==> src/rtl/note_seq_ctrl_pkg.sv <==
// Shared constants and state encoding for the note record/playback sequencer.
package note_seq_ctrl_pkg;

    localparam int unsigned DEPTH  = 64;
    localparam int unsigned ADDR_W = 6;
    localparam int unsigned LEN_W  = ADDR_W + 1;

    typedef enum logic [1:0] {
        S_IDLE      = 2'd0,
        S_REC_ARM   = 2'd1,
        S_RECORDING = 2'd2,
        S_PLAY      = 2'd3
    } state_t;

endpackage

==> src/rtl/note_seq_ctrl_if.sv <==
// Key/tick inputs and note-RAM/datapath control outputs of the sequencer.
interface note_seq_ctrl_if;
    import note_seq_ctrl_pkg::*;

    logic              tick;
    logic              select;
    logic              back;
    logic              mode_sel;
    logic [ADDR_W-1:0] ram_addr;
    logic              ram_wren;
    logic              latch_en;
    logic              latch_clr;
    logic              note_strobe;
    logic [LEN_W-1:0]  length;
    logic              busy;
    logic              done;

    modport master (
        output tick, select, back, mode_sel,
        input  ram_addr, ram_wren, latch_en, latch_clr, note_strobe, length, busy, done
    );

    modport slave (
        input  tick, select, back, mode_sel,
        output ram_addr, ram_wren, latch_en, latch_clr, note_strobe, length, busy, done
    );

endinterface

==> src/rtl/note_seq_ctrl_key_edge.sv <==
// Rising-edge detector for a debounced key; a key held through reset yields no edge.
module note_seq_ctrl_key_edge (
    input  logic clk,
    input  logic resetn,
    input  logic i_key,
    output logic o_rise_c
);

    logic r_key_q;
    logic r_armed;

    // r_armed masks the first cycle after reset, while r_key_q is still cleared
    always_ff @(posedge clk) begin
        if (!resetn) begin
            r_key_q <= 1'b0;
            r_armed <= 1'b0;
        end else begin
            r_key_q <= i_key;
            r_armed <= 1'b1;
        end
    end

    assign o_rise_c = i_key & ~r_key_q & r_armed;

endmodule

==> src/rtl/note_seq_ctrl.sv <==
// Record/playback sequencer: drives note RAM address/write and datapath latch control.
module note_seq_ctrl
    import note_seq_ctrl_pkg::*;
(
    input  logic            clk,
    input  logic            resetn,
    note_seq_ctrl_if.slave  bus
);

    state_t            r_state;
    logic [ADDR_W-1:0] r_addr;
    logic [LEN_W-1:0]  r_len;
    logic              r_done;

    logic w_sel_rise;
    logic w_back_rise;
    logic w_sel_go;
    logic w_rec_wr;
    logic w_arm_clr;
    logic w_last_play;
    logic w_last_slot;

    note_seq_ctrl_key_edge u_sel_edge (
        .clk      (clk),
        .resetn   (resetn),
        .i_key    (bus.select),
        .o_rise_c (w_sel_rise)
    );

    note_seq_ctrl_key_edge u_back_edge (
        .clk      (clk),
        .resetn   (resetn),
        .i_key    (bus.back),
        .o_rise_c (w_back_rise)
    );

    // back takes priority over select everywhere
    assign w_sel_go    = w_sel_rise & ~w_back_rise;
    assign w_rec_wr    = resetn & (r_state == S_RECORDING) & bus.tick & ~w_back_rise;
    assign w_arm_clr   = resetn & (r_state == S_REC_ARM) & w_sel_go;
    assign w_last_play = ({1'b0, r_addr} == (r_len - LEN_W'(1)));
    assign w_last_slot = (r_addr == ADDR_W'(DEPTH - 1));

    always_ff @(posedge clk) begin
        if (!resetn) begin
            r_state <= S_IDLE;
            r_addr  <= '0;
            r_len   <= '0;
            r_done  <= 1'b0;
        end else begin
            r_done <= 1'b0;
            case (r_state)
                S_IDLE: begin
                    if (w_sel_go) begin
                        if (!bus.mode_sel) begin
                            r_state <= S_REC_ARM;
                        end else if (r_len != '0) begin
                            r_state <= S_PLAY;
                            r_addr  <= '0;
                        end
                    end
                end
                S_REC_ARM: begin
                    if (w_back_rise) begin
                        r_state <= S_IDLE;
                    end else if (w_sel_rise) begin
                        r_state <= S_RECORDING;
                        r_addr  <= '0;
                        r_len   <= '0;
                    end
                end
                S_RECORDING: begin
                    if (w_back_rise) begin
                        r_state <= S_REC_ARM;
                        r_len   <= '0;
                    end else begin
                        // a tick coinciding with select is still written before stopping
                        if (bus.tick) begin
                            r_len <= r_len + LEN_W'(1);
                            if (!w_last_slot) r_addr <= r_addr + ADDR_W'(1);
                        end
                        if (w_sel_rise || (bus.tick && w_last_slot)) begin
                            r_state <= S_IDLE;
                            r_done  <= 1'b1;
                        end
                    end
                end
                S_PLAY: begin
                    if (w_sel_rise || w_back_rise) begin
                        r_state <= S_IDLE;
                    end else if (bus.tick) begin
                        if (w_last_play) begin
                            r_state <= S_IDLE;
                            r_done  <= 1'b1;
                        end else begin
                            r_addr <= r_addr + ADDR_W'(1);
                        end
                    end
                end
                default: r_state <= S_IDLE;
            endcase
        end
    end

    assign bus.ram_addr    = r_addr;
    assign bus.ram_wren    = w_rec_wr;
    assign bus.latch_en    = (r_state == S_RECORDING);
    assign bus.latch_clr   = w_rec_wr | w_arm_clr;
    assign bus.note_strobe = resetn & (r_state == S_PLAY) & bus.tick;
    assign bus.length      = r_len;
    assign bus.busy        = (r_state != S_IDLE);
    assign bus.done        = r_done;

endmodule

==> src/flat_wrapper.sv <==
// flat-port wrapper written by rule: the top's interface ports become plain ports
module note_seq_ctrl_flat import note_seq_ctrl_pkg::*;
  (clk, resetn, bus_tick, bus_select, bus_back, bus_mode_sel, bus_ram_addr, bus_ram_wren, bus_latch_en, bus_latch_clr, bus_note_strobe, bus_length, bus_busy, bus_done);
  note_seq_ctrl_if bus_i ();
  input  logic clk;
  input  logic resetn;
  input wire logic [$bits(bus_i.tick)-1:0] bus_tick;
  input wire logic [$bits(bus_i.select)-1:0] bus_select;
  input wire logic [$bits(bus_i.back)-1:0] bus_back;
  input wire logic [$bits(bus_i.mode_sel)-1:0] bus_mode_sel;
  output wire logic [$bits(bus_i.ram_addr)-1:0] bus_ram_addr;
  output wire logic [$bits(bus_i.ram_wren)-1:0] bus_ram_wren;
  output wire logic [$bits(bus_i.latch_en)-1:0] bus_latch_en;
  output wire logic [$bits(bus_i.latch_clr)-1:0] bus_latch_clr;
  output wire logic [$bits(bus_i.note_strobe)-1:0] bus_note_strobe;
  output wire logic [$bits(bus_i.length)-1:0] bus_length;
  output wire logic [$bits(bus_i.busy)-1:0] bus_busy;
  output wire logic [$bits(bus_i.done)-1:0] bus_done;
  assign bus_i.tick = bus_tick;
  assign bus_i.select = bus_select;
  assign bus_i.back = bus_back;
  assign bus_i.mode_sel = bus_mode_sel;
  assign bus_ram_addr = bus_i.ram_addr;
  assign bus_ram_wren = bus_i.ram_wren;
  assign bus_latch_en = bus_i.latch_en;
  assign bus_latch_clr = bus_i.latch_clr;
  assign bus_note_strobe = bus_i.note_strobe;
  assign bus_length = bus_i.length;
  assign bus_busy = bus_i.busy;
  assign bus_done = bus_i.done;
  note_seq_ctrl u_core (.clk(clk), .resetn(resetn), .bus(bus_i));
endmodule
==> config.mk <==
export PLATFORM = sky130hd
export DESIGN_NAME = note_seq_ctrl_flat
export DESIGN_NICKNAME = d
export VERILOG_FILES = /design/src/rtl/note_seq_ctrl_pkg.sv /design/src/rtl/note_seq_ctrl_if.sv /design/src/rtl/note_seq_ctrl_key_edge.sv /design/src/rtl/note_seq_ctrl.sv /design/src/flat_wrapper.sv
export SDC_FILE = /design/constraint.sdc
export NUM_CORES = 1
export LEC_CHECK = 0
export BUFFER_PORTS_ARGS = -buffer_cell sky130_fd_sc_hd__buf_2
export CORE_MARGIN = 1.5
export CORE_UTILIZATION = 57
export CTS_BUF_LIST = sky130_fd_sc_hd__clkbuf_8
export DETAILED_ROUTE_END_ITERATION = 8
export PLACE_DENSITY = 0.9
export SLEW_MARGIN = 20
export SYNTH_ARGS = -nofsm -noshare
export SYNTH_HDL_FRONTEND = slang
export SYNTH_SLANG_ARGS = --single-unit
export TNS_END_PERCENT = 5
==> constraint.sdc <==
create_clock -name clk -period 2.6 [get_ports clk]
set_input_delay 0.26 -clock clk [delete_from_list [all_inputs] [get_ports clk]]
set_output_delay 0.26 -clock clk [all_outputs]
set_load 0.02 [all_outputs]
Word level (Yosys, flattened, before mapping)
Cells that the tools add are included.

Add/sub/neg operators: 3. Eq/ne operators: 22. Muxes and demuxes: 35. Bitwise gates (word level): 16. Reduce and logical (&&, ||, !) cells: 10.

Operators by type and width (number): $mux W6 (11); $mux W7 (4); $pmux W6 S4 (1); $mux W2 (10); $ne A2 B2 Y1 const B (8); $pmux W7 S2 (1); $and A1 B1 Y1 (12); $reduce_and A11 Y1 (1); $ne A3 B1 Y1 const B (3); $ne A3 B2 Y1 const B (3); $pmux W2 S4 (1); $add A7 B1 Y7 const B (1); $eq A6 B7 Y1 (1); $reduce_bool A7 Y1 (1); $sub A7 B1 Y7 const B (1); $add A6 B1 Y6 const B (1); $eq A6 B6 Y1 const B (1); $mux W1 (6); $ne A2 B1 Y1 const B (3); $reduce_and A6 Y1 (1); $eq A2 B2 Y1 const B (2); $reduce_and A4 Y1 (1); $reduce_bool A2 Y1 (2); $not A1 Y1 (3); other kinds (6) (7).

Flip-flop bits (word level): 19. Bits of input ports: 6. Output and inout port bits: 19. Logic and storage cells: 93.

Logic depth before layout (Yosys ltp)
Gate-level depths: netlist (run 1).

Depth in word-level cells: 7. Gate-level depth with buffers: 10. Gate-level depth less buffers: 8.

Cells and area by module
A second synthesis (run 1) with hierarchy kept.

Cell total of the unflattened synthesis: 156. Area, all modules: 1290.0 um^2.

By module, submodules not included: note_seq_ctrl (instances 1, cells each 148, area an instance 1179.9 um^2, seq. area each 320.3 um^2); note_seq_ctrl_key_edge (instances 2, cells each 4, area an instance 55.1 um^2, seq. area each 40.0 um^2).

Least setup slack after synthesis (run 1)
No wires, ideal clock.

Kind: register -> register. Start: reg u_core.r_len[0] (netlist: u_core.bus.length[0]). End: reg u_core.r_addr[4] (netlist: u_core.bus.ram_addr[4]). Setup time: 0.101 ns. Arrival: 2.431 ns. Required time: 2.499 ns. Path slack: 0.068 ns. Stages on the path, launching flop included: 11. Buffers on the path: 2. Clock period less this slack: 2.532 ns. Cells stage by stage: dfxtp_1 clkbuf_1 inv_1 ha_1 nor3b_1 xnor2_1 a2111oi_4 and4_1 buf_2 or3_1 o41ai_1.

Longest elaborated chain between the ends: 4. Elaborated cells between the ends (all ways): 6. Classes of those cells: add/sub: 1; eq/ne: 3; reduce/logical: 2.

RTL lines: from (decl) (RTL line note_seq_ctrl.sv:12) `logic [LEN_W-1:0] r_len;`; from (signal assigned) (RTL line note_seq_ctrl.sv:79) `r_len <= r_len + LEN_W'(1);`; $sub A7 B1 Y7 (RTL line note_seq_ctrl.sv:41) `assign w_last_play = ({1'b0, r_addr} == (r_len - LEN_W'(1)));`; $eq A6 B7 Y1 (RTL line note_seq_ctrl.sv:41); $ne A2 B2 Y1 (no source line); $reduce_and A11 Y1 (no source line) (*); to (signal assigned) (RTL line note_seq_ctrl.sv:80) `if (!w_last_slot) r_addr <= r_addr + ADDR_W'(1);`; to (signal assigned) (RTL line note_seq_ctrl.sv:96) `r_addr <= r_addr + ADDR_W'(1);`; to (decl) (RTL line note_seq_ctrl.sv:11) `logic [ADDR_W-1:0] r_addr;`.

Every way passes the cells marked *; elsewhere a longest branch is shown, timed or not. A chain may end at the register's enable or synchronous reset.

Final worst setup path (run 1)
Start: reg u_core.r_len[2] (netlist: u_core.bus.length[2]). End: reg u_core.r_addr[5] (netlist: u_core.bus.ram_addr[5]).

The elaborated chain is that of the path after synthesis.

==> flow_metrics.env, run 1 <==
export IMPL_grt_max_degree=15
export IMPL_combPwrFrac_pct=41.5
export IMPL_floorplan_initialDensity_pct=60.80
export IMPL_max_freq_ghz=0.4009
export IMPL_crit_required_ps=2730
export IMPL_min_from="bus_back"
export IMPL_core_area_mm2=0.002212
export IMPL_cts_buffers=3
export IMPL_synth_fp_nets=174
export IMPL_setup_viol=0
export IMPL_syn_inst=160
export IMPL_start_kind="flop"
export IMPL_grt_overflow=0
export IMPL_r2r_cells=6
export IMPL_syn_avg_cell_area_um2=8.407
export IMPL_power_switching_mw=0.3512
export IMPL_final_area_mm2=0.001564
export IMPL_cp_max_fo=8
export IMPL_worst_setup_path_end_kind="flop"
export IMPL_synth_xor_area_share_pct=9.116
export IMPL_min_period_over_period_pct=95.95
export IMPL_tightest_slew_ps=436.2
export IMPL_power_leakage_nw=0.6747
export IMPL_htree_levels=1
export IMPL_p_per_area_mw_per_mm2=573.4
export IMPL_ir_drop_v=0.0004845
export IMPL_drt_iter0_drc=66
export IMPL_dr_pass1_iters=4
export IMPL_cap_viol_max_count=0
export IMPL_synthFlopType="dfxtp_1"
export IMPL_postRouteAntennaNets=0
export IMPL_p_total_mw=0.8968
export IMPL_wire_per_inst_um=16.33
export IMPL_dpl_hpwl_um=2615
export IMPL_synthTopCellsByArea="dfxtp_1 28%, ha_1 7.4%, xnor2_1 4.6%"
export IMPL_clock_sinks=19
export IMPL_port_buffers=24
export IMPL_syn_to_final_growth_pct=16.28
export IMPL_n_antenna_cell=0
export IMPL_cts_clk_slew_worst_paths_ps=70
export IMPL_ys_top_cells_by_count="19 x dfxtp_1, 12 x nor2_1, 10 x a21oi_1"
export IMPL_final_setup_worst_slack_ps=105.4
export IMPL_grt_usage_pct=29.26
export IMPL_switching_share_pct=39.16
export IMPL_rsz0062_at_grt="no"
export IMPL_hold_end="u_core.u_back_edge.r_key_q"
export IMPL_post_place_ws_ps=133.7
export IMPL_via_per_inst=6.218
export IMPL_slew_limit_headroom_pct=70.67
export IMPL_finalWirelength_um=3527
export IMPL_synthMuxAreaShare_pct=0
export IMPL_final_setup_tns_ps=0
export IMPL_die_width_um=51.58
export IMPL_synth_seq_area_share_pct=28.28
export IMPL_maxSlewViolCount=0
export IMPL_synth_top_area_cell="dfxtp_1"
export IMPL_grt_pass1_vias=1281
export IMPL_cts_root_buf="clkbuf_8"
export IMPL_reg2reg_from="u_core.bus.length[2]"
export IMPL_period_needed_ps=2495
export IMPL_post_cts_buffers=0
export IMPL_die_area_mm2=0.002660
export IMPL_drc=0
export IMPL_stdcell_count=216
export IMPL_synth_seq_cells=19
export IMPL_final_layout_size_suffix_gt1_share_pct=23.40
export IMPL_grt_pass1_wl_um=5858
export IMPL_async_flop_share_pct=0
export IMPL_synth_edf_count=0
export IMPL_place_area_mm2=0.001510
export IMPL_synth_fa_ha_area_share_pct=7.442
export IMPL_finalHoldViolCount=0
export IMPL_regToRegEndpoint="u_core.bus.ram_addr[5]"
export IMPL_gp_congestion=0.9392
export IMPL_hp_class="in2reg"
export IMPL_num_vias=1343
export IMPL_yosysWarnings=0
export IMPL_synth_top_area_share_pct=28.28
export IMPL_ios=25
export IMPL_finClkSkew_ps=5.398
export IMPL_cts_tree="built"
export IMPL_arrival_ps=2630
export IMPL_die_h_um=51.58
export IMPL_outcome="finished clean"
export IMPL_seqPwrFrac_pct=35.7
export IMPL_final_nets=203
export IMPL_antenna_found_initial=0
export IMPL_synth_compound_area_share_pct=24.19
export IMPL_post_synth_top_count_cell="dfxtp_1"
export IMPL_yosys_area_share_simple_pct=26.14
export IMPL_syn_area_mm2=0.001345
export IMPL_insertion_delay_ps=260
export IMPL_synth_top_family_by_area="simple AND/OR/NAND/NOR gates"
export IMPL_placementRows=17
export IMPL_reg2reg_slack_ps=110
export IMPL_p_int_mw=0.5456
export IMPL_critical_path_class="reg2reg"
export IMPL_p_clk_share_pct=22.8
export IMPL_holdPathStages=2
export IMPL_clk_path_buf_depth=2
export IMPL_synth_cell_types=48
export IMPL_dp_cells=212
[per-layer routing]
metal  GRT usage, %  up-vias  wire length, um
li1               -      654                -
met1          37.02      620             1503
met2          50.21       61             1735
met3          3.448        8              218
met4          12.28        0               70
met5              0        -                0
[through the flow]
step	hold WS (ps)	util [%]
after floorplan	287.7	-
after global placement	489.1	68.27
after detailed placement	497.6	68.27
after CTS	229.3	70.36
after global routing	239.5	70.70
final	231.3	70.70
[placed cells by master (no fill, tap or decap), types with 2 or more instances in the layout]
cell	netlist	layout
a21oi_1	10	10
a31o_2	2	2
a31oi_1	3	3
and2_1	3	3
and3_1	6	6
buf_2	1	24
buf_4	1	6
clkbuf_8	0	3
dfxtp_1	19	19
ha_1	8	8
inv_1	7	7
nand2_1	9	9
nand3_1	4	4
nand3b_1	4	4
nand4_1	4	4
nor2_1	12	11
nor2b_1	2	2
nor3_1	4	4
o211ai_1	3	3
o21ai_0	4	4
o21ai_1	4	4
o311ai_1	3	3
o31ai_1	2	2
o41ai_1	3	3
or3_1	4	4
xnor2_1	7	7
xor2_1	7	7
[registers in the layout, summed over array words and instances (netlist names)]
signal and count:
u_core.bus.length 7, u_core.bus.ram_addr 6, u_core.r_state 2, u_core.bus.done 1
u_core.u_back_edge.r_key_q 1, u_core.u_sel_edge.r_armed 1, u_core.u_sel_edge.r_key_q 1
[logic make-up (layout without fill, tap and decap cells)]
group,count (synthesis),in the layout
xor gates and xnor gates,14,14
buffers and inverters,14,42
adders and majority gates,8,8
AOI/OAI and AO/OA,44,44
and+or+nand+nor,61,61
DFF,19,19
[power groups by stage]
stage	registers (mW)	logic, mW	clock network [mW]
after floorplan	0.327	0.263	0
after global placement	0.326	0.343	0
after detailed placement	0.327	0.356	0
after CTS	0.320	0.359	0.206
after global routing	0.323	0.415	0.217
final	0.320	0.372	0.205
[worst max path at each step]
stage | from | to | slack (ps) | cells after the start
floorplan | u_core.bus.length[0] | u_core.bus.ram_addr[4] | 70 | 10
global placement | u_core.bus.length[2] | u_core.bus.ram_addr[4] | 220 | 6
detailed placement | u_core.bus.length[2] | u_core.bus.ram_addr[5] | 130 | 6
CTS | u_core.bus.length[2] | u_core.bus.ram_addr[5] | 100 | 6
global route | u_core.bus.length[2] | u_core.bus.ram_addr[5] | 0.3 | 6
finish | u_core.bus.length[2] | u_core.bus.ram_addr[5] | 110 | 6
[worst max-delay path, cell delays in order (launching register included)]
cell and delay (ps):
dfxtp_1 320, or3_4 390, or4_4 500, a2111oi_4 480, and4_1 400, or3_1 210
o41ai_1 80
[layout make-up]
| cell class | count | area [um^2] |
|---|---|---|
| clock inverter | 1 | 5.005 |
| multi-input combinational | 127 | 907.1 |
| timing repair buffer | 30 | 165.2 |
| inverter | 8 | 30.03 |
| tap | 28 | 35.03 |
| fill | 176 | 648.1 |
| clock buffer | 3 | 41.29 |
| sequential | 19 | 380.4 |
[timing repair]
| action | in CTS | in global routing |
|---|---|---|
| gates resized for setup | 0 | 2 |
| hold buffers | 0 | 0 |
| endpoints found under the setup margin | 0 | 1 |
Power figures use the tool's default switching activity.
==> inputs of run 2 (changes only) <==
--- a/config.mk
+++ b/config.mk
@@ -7,4 +7,5 @@
 export LEC_CHECK = 0
 export BUFFER_PORTS_ARGS = -buffer_cell sky130_fd_sc_hd__buf_2
+export CAP_MARGIN = 10
 export CORE_MARGIN = 1.5
 export CORE_UTILIZATION = 57
==> constraint.sdc (replaced) <==
create_clock -name clk -period 2.6 [get_ports clk]
set_input_delay 0.39 -clock clk [delete_from_list [all_inputs] [get_ports clk]]
set_output_delay 0.39 -clock clk [all_outputs]
set_load 0.02 [all_outputs]
==> flow_metrics.env, run 2 (synthesized netlist as in run 1, its figures left out) <==
export IMPL_outcome="finished clean"
export IMPL_finClkSkew_ps=4.278
export IMPL_setup_viol=0
export IMPL_power_leakage_nw=0.6770
export IMPL_floorplan_initialDensity_pct=60.80
export IMPL_reg2reg_from="u_core.bus.length[2]"
export IMPL_cp_max_fo=8
export IMPL_regToRegEndpoint="u_core.bus.ram_addr[3]"
export IMPL_holdWs_ps=359.0
export IMPL_arrival_ps=2630
export IMPL_n_antenna_cell=0
export IMPL_period_needed_ps=2488
export IMPL_cap_viol_max_count=0
export IMPL_finalWirelength_um=3534
export IMPL_clock_sinks=19
export IMPL_hp_class="in2reg"
export IMPL_syn_to_final_growth_pct=16.46
export IMPL_core_area_mm2=0.002212
export IMPL_num_vias=1374
export IMPL_postRouteAntennaNets=0
export IMPL_die_h_um=51.58
export IMPL_worst_setup_path_end_kind="flop"
export IMPL_gp_congestion=0.9534
export IMPL_ir_drop_v=0.0004614
export IMPL_p_per_area_mw_per_mm2=572.7
export IMPL_holdPathStages=2
export IMPL_placementRows=17
export IMPL_crit_required_ps=2740
export IMPL_wire_per_inst_um=16.29
export IMPL_drc=0
export IMPL_grt_usage_pct=27.96
export IMPL_hold_end="u_core.u_sel_edge.r_key_q"
export IMPL_final_area_mm2=0.001567
export IMPL_final_layout_size_suffix_gt1_share_pct=23.28
export IMPL_via_per_inst=6.332
export IMPL_port_buffers=24
export IMPL_tightest_slew_ps=433.4
export IMPL_antenna_found_initial=0
export IMPL_final_setup_tns_ps=0
export IMPL_ios=25
export IMPL_final_cell_mix="24 x buf_2, 19 x dfxtp_1, 11 x nor2_1"
export IMPL_r2r_cells=6
export IMPL_slew_limit_headroom_pct=71.05
export IMPL_cts_root_buf="clkbuf_8"
export IMPL_largest_reg_flops=7
export IMPL_grt_pass1_wl_um=5616
export IMPL_reg2reg_slack_ps=110
export IMPL_cts_clk_slew_worst_paths_ps=70
export IMPL_insertion_delay_ps=260
export IMPL_clk_path_buf_depth=2
export IMPL_finalHoldViolCount=0
export IMPL_cts_tree="built"
export IMPL_die_area_mm2=0.002660
export IMPL_place_area_mm2=0.001518
export IMPL_htree_levels=1
export IMPL_critical_path_class="reg2reg"
export IMPL_grt_max_degree=15
export IMPL_grt_overflow=0
export IMPL_dpl_hpwl_um=2657
export IMPL_maxSlewViolCount=0
export IMPL_ctsHoldBuffers=0
export IMPL_final_nets=204
export IMPL_min_from="bus_select"
export IMPL_drt_iter0_drc=74
export IMPL_max_freq_ghz=0.4020
export IMPL_layout_commonest_cell="buf_2"
export IMPL_rsz0062_at_grt="no"
export IMPL_dr_pass1_iters=4
export IMPL_start_kind="flop"
export IMPL_cts_buffers=3
export IMPL_min_period_over_period_pct=95.67
export IMPL_grt_pass1_vias=1249
export IMPL_die_width_um=51.58
[run 2: metal layers]
| layer | part of all wire [%] | GRT usage [%] |
|---|---|---|
| met5 | 0 | 0 |
| met4 | 1.5 | 9.649 |
| met3 | 6.8 | 2.586 |
| met2 | 49 | 48.50 |
| met1 | 42 | 36.23 |
[run 2: stage by stage]
step                      instances  util (%)  power, mW  setup slack, ps
after floorplan                 160         -     0.5898            67.88
after global placement          213     68.61     0.6698            219.9
after detailed placement        213     68.61     0.6873            146.2
after CTS                       217     70.70     0.8882            124.6
after global routing            217     70.81     0.9523            1.103
final                           217     70.81     0.8972            112.5
[run 2: final cells by class]
| class | count | area [um^2] |
|---|---|---|
| clock buffer | 3 | 41.29 |
| clock inverter | 1 | 5.005 |
| fill | 172 | 645.6 |
| inverter | 8 | 30.03 |
| multi-input combinational | 127 | 902.1 |
| sequential | 19 | 380.4 |
| tap | 28 | 35.03 |
| timing repair buffer | 31 | 172.7 |
[run 2: repair_timing]
action,4_1_cts,5_1_grt
buffers inserted,0,0
hold endpoints to repair,0,0
gates resized for setup,0,1
endpoints found under the setup margin,0,1
[run 2: power breakdown]
group          switching (mW)  internal, mW
registers              0.0143         0.306
logic                   0.240         0.134
clock network          0.0963         0.107
[run 2: how the worst max path moves through the flow]
stage	slack (ps)	startpoint	cells past startpoint	end
after floorplan	70	u_core.bus.length[0]	10	u_core.bus.ram_addr[4]
after global placement	220	u_core.bus.length[2]	6	u_core.bus.ram_addr[4]
after detailed placement	150	u_core.bus.length[2]	6	u_core.bus.ram_addr[3]
after CTS	120	u_core.bus.length[2]	6	u_core.bus.ram_addr[4]
after global routing	1	u_core.bus.length[2]	6	u_core.bus.ram_addr[5]
final	110	u_core.bus.length[2]	6	u_core.bus.ram_addr[3]
[run 2: worst max-delay path, cell delays in order (launching register included)]
cell	delay, ps
dfxtp_1	320
or3_4	390
or4_4	500
a2111oi_4	470
and4_1	400
or3_1	210
o21ai_1	90
==> inputs of run 3 (changes only) <==
- PLACE_DENSITY: 0.9 -> 0.93
==> flow_metrics.env, run 3 (synthesized netlist as in run 1, its figures left out) <==
export IMPL_outcome="finished clean"
export IMPL_crit_required_ps=2730
export IMPL_syn_to_final_growth_pct=15.91
export IMPL_clk_path_buf_depth=2
export IMPL_floorplan_initialDensity_pct=60.80
export IMPL_drc=0
export IMPL_ir_drop_v=0.0004955
export IMPL_p_total_mw=0.8940
export IMPL_insertion_delay_ps=260
export IMPL_grt_pass1_vias=1276
export IMPL_clock_sinks=19
export IMPL_layout_commonest_cell="buf_2"
export IMPL_slew_limit_headroom_pct=70.11
export IMPL_arrival_ps=2630
export IMPL_core_area_mm2=0.002212
export IMPL_power_leakage_nw=0.6735
export IMPL_finalHoldViolCount=0
export IMPL_cts_tree="built"
export IMPL_ios=25
export IMPL_final_cell_mix="24 x buf_2, 18 x dfxtp_1, 11 x nor2_1"
export IMPL_dpl_hpwl_um=2569
export IMPL_finalWirelength_um=3495
export IMPL_maxSlewViolCount=0
export IMPL_cp_max_fo=8
export IMPL_cap_viol_max_count=0
export IMPL_critPathMaxStageDelay_ps=500
export IMPL_period_needed_ps=2494
export IMPL_wire_per_inst_um=16.18
export IMPL_num_vias=1397
export IMPL_htree_levels=1
export IMPL_grt_overflow=0
export IMPL_via_per_inst=6.468
export IMPL_cts_clk_slew_worst_paths_ps=70
export IMPL_dr_pass1_iters=4
export IMPL_antenna_found_initial=0
export IMPL_cts_buffers=3
export IMPL_grt_pass1_wl_um=5809
export IMPL_max_freq_ghz=0.4010
export IMPL_rsz0062_at_grt="no"
export IMPL_die_width_um=51.58
export IMPL_worst_setup_path_end_kind="flop"
export IMPL_port_buffers=24
export IMPL_drt_iter0_drc=64
export IMPL_hp_class="in2reg"
export IMPL_gp_congestion=0.9328
export IMPL_ctsHoldBuffers=0
export IMPL_grt_max_degree=15
export IMPL_cts_root_buf="clkbuf_8"
export IMPL_n_antenna_cell=0
export IMPL_largest_reg_flops=7
export IMPL_min_period_over_period_pct=95.90
export IMPL_die_h_um=51.58
export IMPL_die_area_mm2=0.002660
export IMPL_setup_viol=0
export IMPL_finClkSkew_ps=1.901
export IMPL_start_kind="flop"
export IMPL_tightest_slew_ps=444.6
export IMPL_critical_path_class="reg2reg"
export IMPL_p_per_area_mw_per_mm2=573.4
export IMPL_postRouteAntennaNets=0
export IMPL_grt_usage_pct=29.13
export IMPL_final_layout_size_suffix_gt1_share_pct=22.87
export IMPL_final_setup_tns_ps=0
export IMPL_fill_cells=181
export IMPL_crit_chain="or3_4 > or4_4 > a2111oi_4 > and4_1 > or3_1 > o41ai_1"
export IMPL_final_nets=203
export IMPL_placementRows=17
export IMPL_slowest_stage="or4_4"
## run 3: cell count changes in the layout (fill, tap and decap cells not counted)
cell,delta
dfxtp_2,+1
inv_1,+1
dfxtp_1,-1
clkinv_2,-1
buf_4,-1
## run 3: power by group
| part | switching [mW] | internal [mW] | leakage, nW |
|---|---|---|---|
| Sequential | 0.0152 | 0.306 | 0.155 |
| Combinational | 0.239 | 0.133 | 0.492 |
| Clock | 0.0963 | 0.105 | 0.0269 |
## run 3: cell type report
type | instances | area, um^2 | share of cell area [%]
Clock buffer | 3 | 41.29 | 2.648
Timing Repair Buffer | 30 | 165.2 | 10.59
Multi-Input combinational cell | 127 | 902.1 | 57.86
Inverter | 8 | 30.03 | 1.926
Clock inverter | 1 | 3.754 | 0.2408
Tap cell | 28 | 35.03 | 2.247
Sequential cell | 19 | 381.6 | 24.48
## run 3: per-layer routing
metal / wire length (um) / track usage (%) / part of all wire (%) / up-vias
met5: 0 / 0 / 0 / -
met4: 82 / 14.47 / 2.3 / 0
met3: 308 / 5.460 / 8.8 / 12
met2: 1700 / 47.22 / 49 / 84
met1: 1403 / 36.94 / 40 / 643
li1: - / - / - / 658
## run 3: through the flow
stage                     utilization [%]  instance area, um^2  setup slack, ps  hold slack (ps)  std cells
after CTS                           70.31                 1555            129.8            367.0        216
after detailed placement            68.27                 1510            163.3            524.5        212
after global placement              68.27                 1510            226.5            502.6        212
after global routing                70.48                 1559            13.90            367.1        216
after floorplan                         -                 1345            67.88            417.7        160
final                               70.48                 1559            106.5            368.5        216
## run 3: worst max-delay path: cells and delay by family (launching register included)
family | cells | cell delay (ps)
simple gates | 4 | 1520
compound gates | 2 | 530
flops | 1 | 320
## run 3: final timing paths
| path | start | to | slack, ps | cells past startpoint |
|---|---|---|---|---|
| worst max-delay path | u_core.bus.length[2] | u_core.bus.ram_addr[5] | 110 | 6 |
| worst min-delay path | bus_back | u_core.u_back_edge.r_key_q | 370 | 2 |
| worst max register to register | u_core.bus.length[2] | u_core.bus.ram_addr[5] | 110 | 6 |
| worst min register to register | u_core.bus.length[1] | u_core.bus.length[1] | 520 | 2 |
## run 3: timing repair
action                     in CTS  in global routing
setup endpoints to repair       0                  2
resized for setup               0                  2
setup buffers                   0                  0
